==> src/rtl/timer_pkg.sv <==
// Shared definitions for the min:sec:ms timer core.
//   - Field widths for the minute/second/millisecond counters.
//   - Default roll-over limits for each field.
//   - State encoding (2 bits) and the matching enum used by the FSM.
//   - sat_field(): clamps a preset value to a field maximum.
package timer_pkg;

  localparam int MS_W  = 10;
  localparam int SEC_W = 6;
  localparam int MIN_W = 6;

  localparam int MS_MAX_DEF  = 999;
  localparam int SEC_MAX_DEF = 59;
  localparam int MIN_MAX_DEF = 59;

  localparam logic [1:0] ST_IDLE  = 2'd0;
  localparam logic [1:0] ST_RUN   = 2'd1;
  localparam logic [1:0] ST_PAUSE = 2'd2;
  localparam logic [1:0] ST_DONE  = 2'd3;

  typedef enum logic [1:0] {
    S_IDLE  = ST_IDLE,
    S_RUN   = ST_RUN,
    S_PAUSE = ST_PAUSE,
    S_DONE  = ST_DONE
  } state_t;

  // Presets above the field limit saturate at the limit.
  function automatic logic [5:0] sat_field(input logic [5:0] value, input int max_val);
    return (int'(value) > max_val) ? 6'(max_val) : value;
  endfunction

endpackage

==> src/rtl/timer_min_sec_core_if.sv <==
// Command/status bundle between the timer core and its neighbours.
//   master : drives tick_1k, buttons, load preset, mode_down; reads the count.
//   slave  : the timer core itself.
interface timer_min_sec_core_if;
  import timer_pkg::*;

  logic             tick_1k;
  logic             btn_run;
  logic             btn_clear;
  logic             load_en;
  logic [MIN_W-1:0] load_min;
  logic [SEC_W-1:0] load_sec;
  logic             mode_down;

  logic [MIN_W-1:0] min;
  logic [SEC_W-1:0] sec;
  logic [MS_W-1:0]  msec;
  logic             running;
  logic             sec_tick;
  logic             done;

  modport master (
    output tick_1k, btn_run, btn_clear, load_en, load_min, load_sec, mode_down,
    input  min, sec, msec, running, sec_tick, done
  );

  modport slave (
    input  tick_1k, btn_run, btn_clear, load_en, load_min, load_sec, mode_down,
    output min, sec, msec, running, sec_tick, done
  );

endinterface

==> src/rtl/timer_min_sec_core_rise_edge_detect.sv <==
// Rising-edge detector for a signal already in the clk domain.
//   clk, rst : system clock, asynchronous active-high reset
//   i_din    : level input
//   o_pulse  : one-cycle pulse in the cycle i_din is high after being low
module rise_edge_detect (
  input  logic clk,
  input  logic rst,
  input  logic i_din,
  output logic o_pulse
);

  logic r_din_d;

  // NOTE: state is updated with non-blocking assignments so every flop
  // samples the pre-edge value of every other flop.
  always_ff @(posedge clk or posedge rst) begin
    if (rst) r_din_d <= 1'b0;
    else     r_din_d <= i_din;
  end

  assign o_pulse = i_din & ~r_din_d;

endmodule

==> src/rtl/timer_min_sec_core.sv <==
// Min:sec:ms stopwatch / countdown core.
//   clk, rst : 100 MHz system clock, asynchronous active-high reset
//   bus      : slave side of timer_min_sec_core_if
//              in : tick_1k (1 kHz square wave, clk domain), btn_run,
//                   btn_clear, load_en, load_min, load_sec, mode_down
//              out: min, sec, msec, running, sec_tick, done (all registered)
module timer_min_sec_core
  import timer_pkg::*;
#(
  parameter int MS_MAX  = MS_MAX_DEF,
  parameter int SEC_MAX = SEC_MAX_DEF,
  parameter int MIN_MAX = MIN_MAX_DEF
) (
  input  logic                 clk,
  input  logic                 rst,
  timer_min_sec_core_if.slave  bus
);

  localparam logic [MS_W-1:0]  L_MS_MAX  = MS_W'(MS_MAX);
  localparam logic [SEC_W-1:0] L_SEC_MAX = SEC_W'(SEC_MAX);
  localparam logic [MIN_W-1:0] L_MIN_MAX = MIN_W'(MIN_MAX);

  state_t           r_state, w_state_nxt;
  logic [MIN_W-1:0] r_min, w_min_nxt;
  logic [SEC_W-1:0] r_sec, w_sec_nxt;
  logic [MS_W-1:0]  r_msec, w_msec_nxt;
  logic             r_running, r_sec_tick, w_sec_tick_nxt, r_done, w_done_nxt;
  logic             w_ms_en, w_is_zero;
  logic [MIN_W-1:0] w_load_min;
  logic [SEC_W-1:0] w_load_sec;

  rise_edge_detect u_tick_edge (
    .clk     (clk),
    .rst     (rst),
    .i_din   (bus.tick_1k),
    .o_pulse (w_ms_en)
  );

  assign w_is_zero  = (r_min == '0) && (r_sec == '0) && (r_msec == '0);
  assign w_load_min = sat_field(bus.load_min, MIN_MAX);
  assign w_load_sec = sat_field(bus.load_sec, SEC_MAX);

  // NOTE: every signal written here gets a default first, so no path can
  // leave a value unassigned and infer a latch.
  always_comb begin
    w_state_nxt    = r_state;
    w_min_nxt      = r_min;
    w_sec_nxt      = r_sec;
    w_msec_nxt     = r_msec;
    w_sec_tick_nxt = 1'b0;
    w_done_nxt     = 1'b0;

    // Clear and load share one encoding in every state that honours them.
    if (bus.btn_clear) begin
      w_min_nxt  = '0;
      w_sec_nxt  = '0;
      w_msec_nxt = '0;
    end else if (bus.load_en && r_state != S_RUN) begin
      w_min_nxt  = w_load_min;
      w_sec_nxt  = w_load_sec;
      w_msec_nxt = '0;
    end

    unique case (r_state)
      S_IDLE: begin
        if (!bus.btn_clear && !bus.load_en && bus.btn_run &&
            !(bus.mode_down && w_is_zero))
          w_state_nxt = S_RUN;
      end

      S_RUN: begin
        if (bus.btn_clear) begin
          w_state_nxt = S_IDLE;
        end else begin
          if (bus.btn_run) w_state_nxt = S_PAUSE;
          if (w_ms_en) begin
            if (!bus.mode_down) begin
              if (r_msec == L_MS_MAX) begin
                w_msec_nxt     = '0;
                w_sec_tick_nxt = 1'b1;
                if (r_sec == L_SEC_MAX) begin
                  w_sec_nxt = '0;
                  w_min_nxt = (r_min == L_MIN_MAX) ? '0 : r_min + 1'b1;
                end else begin
                  w_sec_nxt = r_sec + 1'b1;
                end
              end else begin
                w_msec_nxt = r_msec + 1'b1;
              end
            end else begin
              // Already at zero (direction flipped mid-run): no decrement.
              if (!w_is_zero) begin
                if (r_msec == '0) begin
                  w_msec_nxt     = L_MS_MAX;
                  w_sec_tick_nxt = 1'b1;
                  if (r_sec == '0) begin
                    w_sec_nxt = L_SEC_MAX;
                    w_min_nxt = r_min - 1'b1;
                  end else begin
                    w_sec_nxt = r_sec - 1'b1;
                  end
                end else begin
                  w_msec_nxt = r_msec - 1'b1;
                end
              end
              // Reaching zero ends the countdown even if pause was pressed.
              if (w_min_nxt == '0 && w_sec_nxt == '0 && w_msec_nxt == '0) begin
                w_state_nxt = S_DONE;
                w_done_nxt  = 1'b1;
              end
            end
          end
        end
      end

      S_PAUSE: begin
        if (bus.btn_clear || bus.load_en) w_state_nxt = S_IDLE;
        else if (bus.btn_run)             w_state_nxt = S_RUN;
      end

      S_DONE: begin
        if (bus.btn_clear || bus.load_en) w_state_nxt = S_IDLE;
      end

      default: w_state_nxt = S_IDLE;
    endcase
  end

  always_ff @(posedge clk or posedge rst) begin
    if (rst) begin
      r_state    <= S_IDLE;
      r_min      <= '0;
      r_sec      <= '0;
      r_msec     <= '0;
      r_running  <= 1'b0;
      r_sec_tick <= 1'b0;
      r_done     <= 1'b0;
    end else begin
      r_state    <= w_state_nxt;
      r_min      <= w_min_nxt;
      r_sec      <= w_sec_nxt;
      r_msec     <= w_msec_nxt;
      r_running  <= (w_state_nxt == S_RUN);
      r_sec_tick <= w_sec_tick_nxt;
      r_done     <= w_done_nxt;
    end
  end

  assign bus.min      = r_min;
  assign bus.sec      = r_sec;
  assign bus.msec     = r_msec;
  assign bus.running  = r_running;
  assign bus.sec_tick = r_sec_tick;
  assign bus.done     = r_done;

endmodule
==> src/flat_wrapper.sv <==
// flat-port wrapper written by rule: the top's interface ports become plain ports
module timer_min_sec_core_flat import timer_pkg::*;
#(
  parameter int MS_MAX  = MS_MAX_DEF,
  parameter int SEC_MAX = SEC_MAX_DEF,
  parameter int MIN_MAX = MIN_MAX_DEF
)
  (clk, rst, bus_tick_1k, bus_btn_run, bus_btn_clear, bus_load_en, bus_load_min, bus_load_sec, bus_mode_down, bus_min, bus_sec, bus_msec, bus_running, bus_sec_tick, bus_done);
  timer_min_sec_core_if bus_i ();
  input  logic clk;
  input  logic rst;
  input wire logic [$bits(bus_i.tick_1k)-1:0] bus_tick_1k;
  input wire logic [$bits(bus_i.btn_run)-1:0] bus_btn_run;
  input wire logic [$bits(bus_i.btn_clear)-1:0] bus_btn_clear;
  input wire logic [$bits(bus_i.load_en)-1:0] bus_load_en;
  input wire logic [$bits(bus_i.load_min)-1:0] bus_load_min;
  input wire logic [$bits(bus_i.load_sec)-1:0] bus_load_sec;
  input wire logic [$bits(bus_i.mode_down)-1:0] bus_mode_down;
  output wire logic [$bits(bus_i.min)-1:0] bus_min;
  output wire logic [$bits(bus_i.sec)-1:0] bus_sec;
  output wire logic [$bits(bus_i.msec)-1:0] bus_msec;
  output wire logic [$bits(bus_i.running)-1:0] bus_running;
  output wire logic [$bits(bus_i.sec_tick)-1:0] bus_sec_tick;
  output wire logic [$bits(bus_i.done)-1:0] bus_done;
  assign bus_i.tick_1k = bus_tick_1k;
  assign bus_i.btn_run = bus_btn_run;
  assign bus_i.btn_clear = bus_btn_clear;
  assign bus_i.load_en = bus_load_en;
  assign bus_i.load_min = bus_load_min;
  assign bus_i.load_sec = bus_load_sec;
  assign bus_i.mode_down = bus_mode_down;
  assign bus_min = bus_i.min;
  assign bus_sec = bus_i.sec;
  assign bus_msec = bus_i.msec;
  assign bus_running = bus_i.running;
  assign bus_sec_tick = bus_i.sec_tick;
  assign bus_done = bus_i.done;
  timer_min_sec_core #(.MS_MAX(MS_MAX), .SEC_MAX(SEC_MAX), .MIN_MAX(MIN_MAX)) u_core (.clk(clk), .rst(rst), .bus(bus_i));
endmodule
==> config.mk <==
export PLATFORM = sky130hd
export DESIGN_NAME = timer_min_sec_core_flat
export DESIGN_NICKNAME = d
export VERILOG_FILES = /design/src/rtl/timer_pkg.sv /design/src/rtl/timer_min_sec_core_if.sv /design/src/rtl/timer_min_sec_core_rise_edge_detect.sv /design/src/rtl/timer_min_sec_core.sv /design/src/flat_wrapper.sv
export SDC_FILE = /design/constraint.sdc
export NUM_CORES = 1
export LEC_CHECK = 0
export ABC_AREA = 1
export BUFFER_PORTS_ARGS = -buffer_cell sky130_fd_sc_hd__buf_4
export CAP_MARGIN = 20
export CORE_MARGIN = 3
export CORE_UTILIZATION = 52
export DETAILED_ROUTE_END_ITERATION = 10
export GPL_TIMING_DRIVEN = 0
export MAX_ROUTING_LAYER = met4
export PLACE_DENSITY = 0.74
export SLEW_MARGIN = 20
export SYNTH_ARGS = -nofsm -noshare
export SYNTH_HDL_FRONTEND = slang
export SYNTH_SLANG_ARGS = --single-unit
==> constraint.sdc <==
create_clock -name clk -period 4.39 [get_ports clk]
set_clock_uncertainty 0.05 [all_clocks]
set_input_delay 0.878 -clock clk [delete_from_list [all_inputs] [get_ports clk]]
set_output_delay 0.878 -clock clk [all_outputs]
set_load 0.005 [all_outputs]
==> impl_metrics.toml, run 1 <==
[outcome]
status = "completed"

[clock_network]
cts_buffers = 3
clkTransAtPathRegs_ns = 0.11
clock_latency_ns = 0.29
ctsResizeCount = 0
cts_root_buf = "clkbuf_8"
clk_path_buf_depth = 2
cts_setup_buffers = 0
cts_tree = "yes"
cts.sinks = 28
ctsHoldBuffers = 0
htreeDepth = 1

[detailed_routing]
highest_layer = "met4"
drt-pass1-iter-count = 5
via_per_inst = 5.91
routed_wl_um = 9810
vias = 3524
drt-met1-wl_um = 4200
drc = 0
drtIter0Drc = 547
wl_met3_um = 1160
route.detailed.wl_per_inst_um = 16.5
met2_length_um = 4320
ant_nets = 0

[yosys]
yosys_warnings = 0
synthAdderAreaFrac_pct = 2.53
ys_ff_latch = 28
seq_area_frac_synth_pct = 23.6
synth_top_family_by_area = "simple AND/OR/NAND/NOR gates"
syn_area_mm2 = 0.00297
synth_top_area_share_pct = 23.6
netlist_instances = 479
synth_xor_area_share_pct = 3.25
synth_cell_types = 38
synth_area_leaders = "dfrtp_1 24%, nand2_1 15%, nor2_1 7.2%, o21ai_0 7.1%, inv_1 6.5%"
syn_area_per_cell_um2 = 6.19
muxShareOfSynthArea_pct = 0
yosys.area_share.simple_pct = 40.4
synth_area_leader_cell = "dfrtp_1"
synth_nets = 504
synth_compound_area_share_pct = 19.7

[final_layout]
fillers = 520
drive_gt1_share_pct = 17.7
diodes = 0
stdcell_area_mm2 = 0.00345
stdcell_count = 596
nets = 552
synthToLayoutAreaGrowth_pct = 16.2

[sta]
hold_viol = 0
drv_slew = 0
worst_pin_slew_ns = 0.693
setup_viol = 0
fin_crit_sh_pct = 58.7
final.setup.tns_ns = 0
fmax_mhz = 388
period_needed_ns = 2.58
rsz0062_at_grt = "false"
max_slew_margin_pct = 53.8
fin_ws_ns = 1.81

[place]
place_hpwl_um = 7360
place_inst = 592
io_buffers = 43
placed_area_mm2 = 0.00338
routabilityCongestion = 0.964
dp_slack_ns = 1.67

[die]
die_width_um = 81.5
fp-row-count = 26
initial_utilization_pct = 55.9
io-pin-count = 44
core_mm2 = 0.00530
fp.dieH_um = 81.5
design.die.area_mm2 = 0.00665

[global_routing]
antenna_found_initial = 0
grt_pass1_wl_um = 15700
grt_max_degree = 29
grt-ovfl-total = 0
grt_pass1_vias = 3162
grt_usage_pct = 31.5

[worst_setup_path]
reg2reg_slack_ns = 1.81
worstPathRequired_ns = 4.53
crit_arrival_ns = 2.72
worstSetupEndpointType = "flop"
cp-start-kind = "flop"
crit_type = "flop to flop"
cp_max_fo = 6

[power_and_ir_drop]
ir_worst_vdd_mv = 0.160
powerDensity_mw_per_mm2 = 261
power.total_w = 0.000899
p_leak_nw = 1.78

[job]
cap_violations = 0

[min_path]
holdCritPathClass = "input pin to async pin"
[flip-flops by register name, summed over array words and instances (netlist names)]
name                        count
u_core.bus.done                 1
u_core.bus.min                  6
u_core.bus.msec                10
u_core.bus.running              1
u_core.bus.sec                  6
u_core.bus.sec_tick             1
u_core.r_state                  2
u_core.u_tick_edge.r_din_d      1
[area by class of cell]
cell class / instances / area [um2] / area share (%)
multi-input cells: 374 / 1960 / 56.7
flip-flops and latches: 28 / 701 / 20.3
repair buffers: 43 / 323 / 9.36
inverters: 65 / 244 / 7.08
well taps: 70 / 87.6 / 2.54
plain buffers: 12 / 66.3 / 1.92
clock buffers: 3 / 41.3 / 1.20
clock inverters: 1 / 30.0 / 0.871
[Yosys cell counts, drive strengths merged]
cell type    n
nand3b       1
nor2        66
xor2        11
o311ai       1
clkbuf       7
o21ai       45
buf          5
nand4        9
o2111ai      1
nor3        11
a221oi       4
inv         65
a21oi       21
o22ai        1
nor4         1
a31o         1
a31oi        2
dfrtp       28
nand3       45
o211ai      13
a22o         1
ha           6
o32ai        1
o221ai       3
o31ai        4
nand2      126
[cells by family (layout without fill, tap and decap cells)]
group           after synthesis  after routing
compound gates               98             98
xor+xnor                     11             11
fa+ha+maj                     6              6
buf+inv                      77            124
flops                        28             28
simple gates                259            259
[worst paths after layout]
kind                              startpoint            endpoint  depth (start not counted)
hold / removal                           rst  u_core.bus.running                          2
setup / recovery           u_core.bus.sec[0]  u_core.bus.running                         15
min in group clk           u_core.r_state[1]   u_core.r_state[0]                          3
hold reg to reg            u_core.r_state[1]   u_core.r_state[0]                          3
max in group asynchronous                rst  u_core.bus.msec[0]                          2
setup reg to reg           u_core.bus.sec[0]  u_core.bus.running                         15
[power by group]
| part | switching, W | internal, W | total [W] |
|---|---|---|---|
| registers | 0.0000251 | 0.000274 | 0.000299 |
| logic | 0.000250 | 0.000134 | 0.000384 |
| clock network | 0.0000935 | 0.000123 | 0.000216 |
| total | 0.000368 | 0.000530 | 0.000899 |
[worst max-delay path, stage by stage (launching register included)]
cell	delay (ns)
dfrtp_1	0.45
inv_1	0.19
ha_1	0.26
inv_2	0.04
nor2_1	0.16
nand3_1	0.20
nor2_4	0.23
nand2_1	0.11
nand2_1	0.11
nand2_1	0.06
nor2_1	0.11
nand2_1	0.09
nor2_2	0.10
nand3_2	0.15
o211ai_1	0.12
inv_1	0.05
[placed cells by master, fill, tap and decap left out, types with 5 or more instances in the layout]
cell,n
nand3_2,6
clkbuf_1,7
dfrtp_1,28
inv_1,50
nand4_1,9
nor2_1,57
ha_1,6
nor3_1,10
a21oi_1,20
nand2_1,119
inv_2,15
xor2_1,11
nand2_2,5
nand3_1,38
nor2_4,6
o21ai_0,42
buf_4,44
o211ai_1,13
[metrics by stage]
step	utilization, %	hold slack (ns)
after floorplan	-	0.537
after global placement	63.7	0.591
after detailed placement	63.7	0.604
after CTS	65.0	0.619
after global routing	65.0	0.638
final	65.0	0.615
[metal layers]
layer | GRT usage [%] | vias up
li1 | - | 1695
met1 | 43.8 | 1598
met2 | 47.8 | 214
met3 | 5.15 | 17
met4 | 7.77 | 0
met5 | - | -
Power figures use the tool's default switching activity.
==> run 2: changes to the inputs <==
clock period = 2.5 ns   (was 4.39 ns; I/O delays follow)
==> impl_metrics.toml, run 2 (same netlist as run 1, synthesis figures left out) <==
[worst_setup_path]
crit_end = "u_core.bus.running"
rr_worst_depth = 15
crit_type = "flop to flop"
cp-start-kind = "flop"
reg2reg_to = "u_core.bus.running"
crit_arrival_ns = 2.57
worstPathRequired_ns = 2.64
cp_max_fo = 6
rr_startpoint = "u_core.bus.msec[0]"
worstSetupEndpointType = "flop"
crit_start = "u_core.bus.msec[0]"
reg2reg_slack_ns = 0.08

[sta]
worst_pin_slew_ns = 0.683
max_slew_margin_pct = 54.5
final.setup.tns_ns = 0
fin_hold_ws_ns = 0.243
setup_viol = 0
period_needed_ns = 2.42
fmax_mhz = 413
drv_slew = 0
fin_crit_sh_pct = 97.0
hold_viol = 0

[final_layout]
drive_gt1_share_pct = 21.0
layout_common_cells = "119 x nand2_1, 56 x nor2_1, 54 x buf_4"
largest_register_ffs = 10
final_common_cell = "nand2_1"
stdcell_count = 607
synthToLayoutAreaGrowth_pct = 20.3
nets = 563
multi_input_area_mm2 = 0.00199
area.sequential_um2 = 703
diodes = 0
fillers = 510
post-route-util_pct = 67.3

[detailed_routing]
ant_nets = 0
routed_wl_um = 10200
vias = 3618
via_per_inst = 5.96
drtIter0Drc = 591
route.detailed.wl_per_inst_um = 16.7
drc = 0
drt-pass1-iter-count = 5

[power_and_ir_drop]
power.total_w = 0.00163
powerDensity_mw_per_mm2 = 456
pwr-share-seq_pct = 32.3
p_sw_w = 0.000666
clkPwrFrac_pct = 23.4
p_leak_nw = 1.84
p_comb_share_pct = 44.3
ir_worst_vdd_mv = 0.285
switching_share_pct = 41.0
intPower_w = 0.000961

[clock_network]
clock_latency_ns = 0.29
cts_tree = "yes"
cts_buffers = 3
clk_path_buf_depth = 2
cts.sinks = 28
clkTransAtPathRegs_ns = 0.11
ctsHoldBuffers = 0
cts_root_buf = "clkbuf_8"
htreeDepth = 1

[global_routing]
grt_usage_pct = 31.6
grt_max_degree = 29
grt-ovfl-total = 0
antenna_found_initial = 0
grt_pass1_wl_um = 15700
grt_pass1_vias = 3159

[die]
die_width_um = 81.5
core_mm2 = 0.00530
initial_utilization_pct = 55.9
fp.dieH_um = 81.5
io-pin-count = 44
fp-row-count = 26
design.die.area_mm2 = 0.00665

[min_path]
holdCritPathClass = "input pin to async pin"

[place]
place_hpwl_um = 7360
place_inst = 592
io_buffers = 43
routabilityCongestion = 0.964

[outcome]
status = "completed"

[job]
cap_violations = 0
[run 2: per-stage QoR]
stage | cell area [um2] | setup WS, ns
2_1_floorplan | 2970 | 0.410
3_3_place_gp | 3380 | 0.00918
3_5_place_dp | 3380 | -0.00562
4_1_cts | 3450 | 0.00120
5_1_grt | 3570 | -0.0219
6_report | 3570 | 0.0760
[run 2: critical path: stages, from the launching register on]
cell and delay (ns):
dfrtp_2 0.46, inv_2 0.12, ha_4 0.16, inv_2 0.04, nor2_4 0.12, nand3_2 0.10
nor2_4 0.15, buf_8 0.14, buf_2 0.17, nand4_1 0.15, a21oi_2 0.14, nand2_1 0.06
nor2_1 0.14, nand3_2 0.15, o211ai_1 0.13, inv_1 0.06
[run 2: layout make-up]
type / instances / share of cell area (%)
Multi-Input combinational cell: 374 / 55.8
Tap cell: 70 / 2.45
Clock buffer: 3 / 1.16
Clock inverter: 1 / 0.841
Buffer: 12 / 1.96
Sequential cell: 28 / 19.7
Inverter: 65 / 6.83
Timing Repair Buffer: 54 / 11.3
[run 2: what timing repair did]
action | CTS | global route
buffers inserted | 0 | 11
pin swaps | 1 | 3
resized for setup | 1 | 14
setup endpoints to repair | 2 | 6
[run 2: metal layers]
| layer | share of wire (%) | vias to the layer above | wire length, um | GRT usage (%) |
|---|---|---|---|---|
| met5 | 0 | - | 0 | - |
| met2 | 46 | 245 | 4650 | 47.9 |
| li1 | - | 1716 | - | - |
| met3 | 12 | 17 | 1190 | 5.15 |
| met1 | 42 | 1640 | 4220 | 43.8 |
| met4 | 1.0 | 0 | 106 | 7.77 |
[run 2: how the worst min path moves through the flow]
| stage | from | end | slack [ns] | cells past startpoint |
|---|---|---|---|---|
| 5_1_grt | bus_tick_1k | u_core.u_tick_edge.r_din_d | 0.26 | 1 |
| 4_1_cts | rst | u_core.bus.running | 0.26 | 2 |
| 6_report | rst | u_core.bus.running | 0.24 | 2 |
| 3_3_place_gp | bus_tick_1k | u_core.u_tick_edge.r_din_d | 0.57 | 1 |
| 3_5_place_dp | bus_tick_1k | u_core.u_tick_edge.r_din_d | 0.57 | 1 |
| 2_1_floorplan | bus_tick_1k | u_core.u_tick_edge.r_din_d | 0.48 | 0 |
[run 2: power groups by stage]
| stage | clock (W) | sequential, W | combinational (W) |
|---|---|---|---|
| floorplan | 0 | 0.000526 | 0.000453 |
| global placement | 0 | 0.000531 | 0.000654 |
| detailed placement | 0 | 0.000533 | 0.000655 |
| CTS | 0.000383 | 0.000524 | 0.000658 |
| global route | 0.000402 | 0.000531 | 0.000792 |
| finish | 0.000381 | 0.000526 | 0.000721 |
==> run 3: changes to the inputs <==
CORE_UTILIZATION = 55   (was 52)
PLACE_DENSITY = 0.77   (was 0.74)
==> impl_metrics.toml, run 3 (same netlist as run 1, synthesis figures left out) <==
[clock_network]
cts_tree = "yes"
ctsHoldBuffers = 0
htreeDepth = 1
cts.sinks = 28
cts_root_buf = "clkbuf_8"
clkTransAtPathRegs_ns = 0.11
clk_path_buf_depth = 2
cts_buffers = 3
clock_latency_ns = 0.29

[power_and_ir_drop]
p_sw_w = 0.000672
p_leak_nw = 1.85
intPower_w = 0.000964
powerDensity_mw_per_mm2 = 451
p_comb_share_pct = 44.7
ir_worst_vdd_mv = 0.262
pwr-share-seq_pct = 32.1
switching_share_pct = 41.1
clkPwrFrac_pct = 23.2

[worst_setup_path]
cp-start-kind = "flop"
worstPathRequired_ns = 2.63
crit_arrival_ns = 2.54
crit_type = "flop to flop"
cp_max_fo = 6
worstSetupEndpointType = "flop"

[global_routing]
gr-usage-met1_pct = 43.4
met2_usage_pct = 49.2
grt-ovfl-total = 0
grt-busiest-layer = "met2"
grt_usage_pct = 32.6
grt_pass1_vias = 3294
antenna_found_initial = 0
met3_usage_pct = 5.19
grt_max_degree = 17
grt_pass1_wl_um = 15800

[sta]
fin_crit_sh_pct = 96.3
max_slew_margin_pct = 54.9
setup_viol = 0
worst_pin_slew_ns = 0.675
fin_ws_ns = 0.0927
hold_viol = 0
period_needed_ns = 2.41
drv_slew = 0
fmax_mhz = 415
rsz0062_at_grt = "true"

[place]
io_buffers = 43
routabilityCongestion = 0.993
placed_area_mm2 = 0.00340
dp_slack_ns = -0.0124
place_hpwl_um = 7330

[detailed_routing]
routed_wl_um = 10000
route.detailed.wl_per_inst_um = 16.5
drtIter0Drc = 408
via_per_inst = 5.96
drt-pass1-iter-count = 6
ant_nets = 0
drc = 0
vias = 3619

[final_layout]
fillers = 464
drive_gt1_share_pct = 23.1
largest_register_ffs = 10
synthToLayoutAreaGrowth_pct = 22.2
nets = 563
layout_common_cells = "115 x nand2_1, 54 x buf_4, 52 x nor2_1"
final_common_cell = "nand2_1"
stdcell_area_mm2 = 0.00362
diodes = 0

[outcome]
status = "completed"

[job]
cap_violations = 0

[die]
fp-row-count = 26
io-pin-count = 44
core_mm2 = 0.00517
die_width_um = 79.4
design.die.area_mm2 = 0.00631
fp.dieH_um = 79.4
initial_utilization_pct = 57.4

[min_path]
holdCritPathClass = "input pin to async pin"
## run 3: cell types whose count changed in the layout (fill, tap and decap cells not counted), moves of 4 or more
cell     before  now
nand2_1     119  115
nand2_2       4    8
nor2_1       56   52
nor2_2        4    8
## run 3: cell type report
| type | instances | area (um2) | share of cell area [%] |
|---|---|---|---|
| multi-input combinational | 374 | 2020 | 55.8 |
| buffer | 12 | 66.3 | 1.83 |
| sequential | 28 | 704 | 19.4 |
| tap | 70 | 87.6 | 2.42 |
| timing repair buffer | 54 | 425 | 11.7 |
| clock buffer | 3 | 41.3 | 1.14 |
| inverter | 65 | 246 | 6.80 |
| clock inverter | 1 | 30.0 | 0.828 |
## run 3: repair_timing
item                                    4_1_cts  5_1_grt
gates cloned                                  0        1
resized for setup                             2       26
endpoints found under the setup margin        2        4
setup buffers                                 0        9
pin swaps                                     1       14
hold endpoints to repair                      0        0
## run 3: power groups by stage
stage | registers [W] | logic, W | clock network (W)
finish | 0.000525 | 0.000731 | 0.000380
global route | 0.000529 | 0.000802 | 0.000408
CTS | 0.000523 | 0.000666 | 0.000391
detailed placement | 0.000532 | 0.000660 | 0
global placement | 0.000531 | 0.000651 | 0
floorplan | 0.000526 | 0.000453 | 0
## run 3: worst paths after layout
path	slack [ns]	depth (start not counted)	endpoint	from
worst max-delay path	0.09	16	u_core.bus.running	u_core.bus.msec[0]
worst min-delay path	0.26	2	u_core.bus.sec[4]	rst
worst max register to register	0.09	16	u_core.bus.running	u_core.bus.msec[0]
worst min register to register	0.61	3	u_core.r_state[0]	u_core.r_state[1]
max in group asynchronous	1.63	3	u_core.bus.msec[1]	rst
min in group clk	0.27	1	u_core.u_tick_edge.r_din_d	bus_tick_1k
## run 3: metal layers
layer / vias up / routed length [um]
met2: 256 / 4400
met3: 39 / 1140
met4: 0 / 332
met1: 1594 / 4140
met5: - / 0
li1: 1730 / -
## run 3: critical path, cell delays in order, from the launching register on
cell and delay [ns]:
dfrtp_2 0.47, inv_4 0.09, ha_4 0.15, inv_2 0.04, nor2_4 0.14, nand3_2 0.10
nor2_4 0.22, buf_6 0.17, nand2_4 0.09, nand2_4 0.08, nand2_2 0.06, a21oi_2 0.10
nand2_1 0.06, nor2_2 0.11, nand3_2 0.14, o211ai_1 0.16, inv_1 0.06
## run 3: stage by stage
| stage | std cells | hold WS, ns | total power (W) | setup TNS, ns | util [%] |
|---|---|---|---|---|---|
| after floorplan | 479 | 0.481 | 0.000979 | 0 | - |
| after global placement | 592 | 0.570 | 0.00118 | -0.00900 | 65.3 |
| after detailed placement | 593 | 0.572 | 0.00119 | -0.0124 | 65.8 |
| after CTS | 597 | 0.265 | 0.00158 | 0 | 67.3 |
| after global routing | 607 | 0.265 | 0.00174 | -0.0743 | 70.1 |
| final | 607 | 0.256 | 0.00164 | 0 | 70.1 |
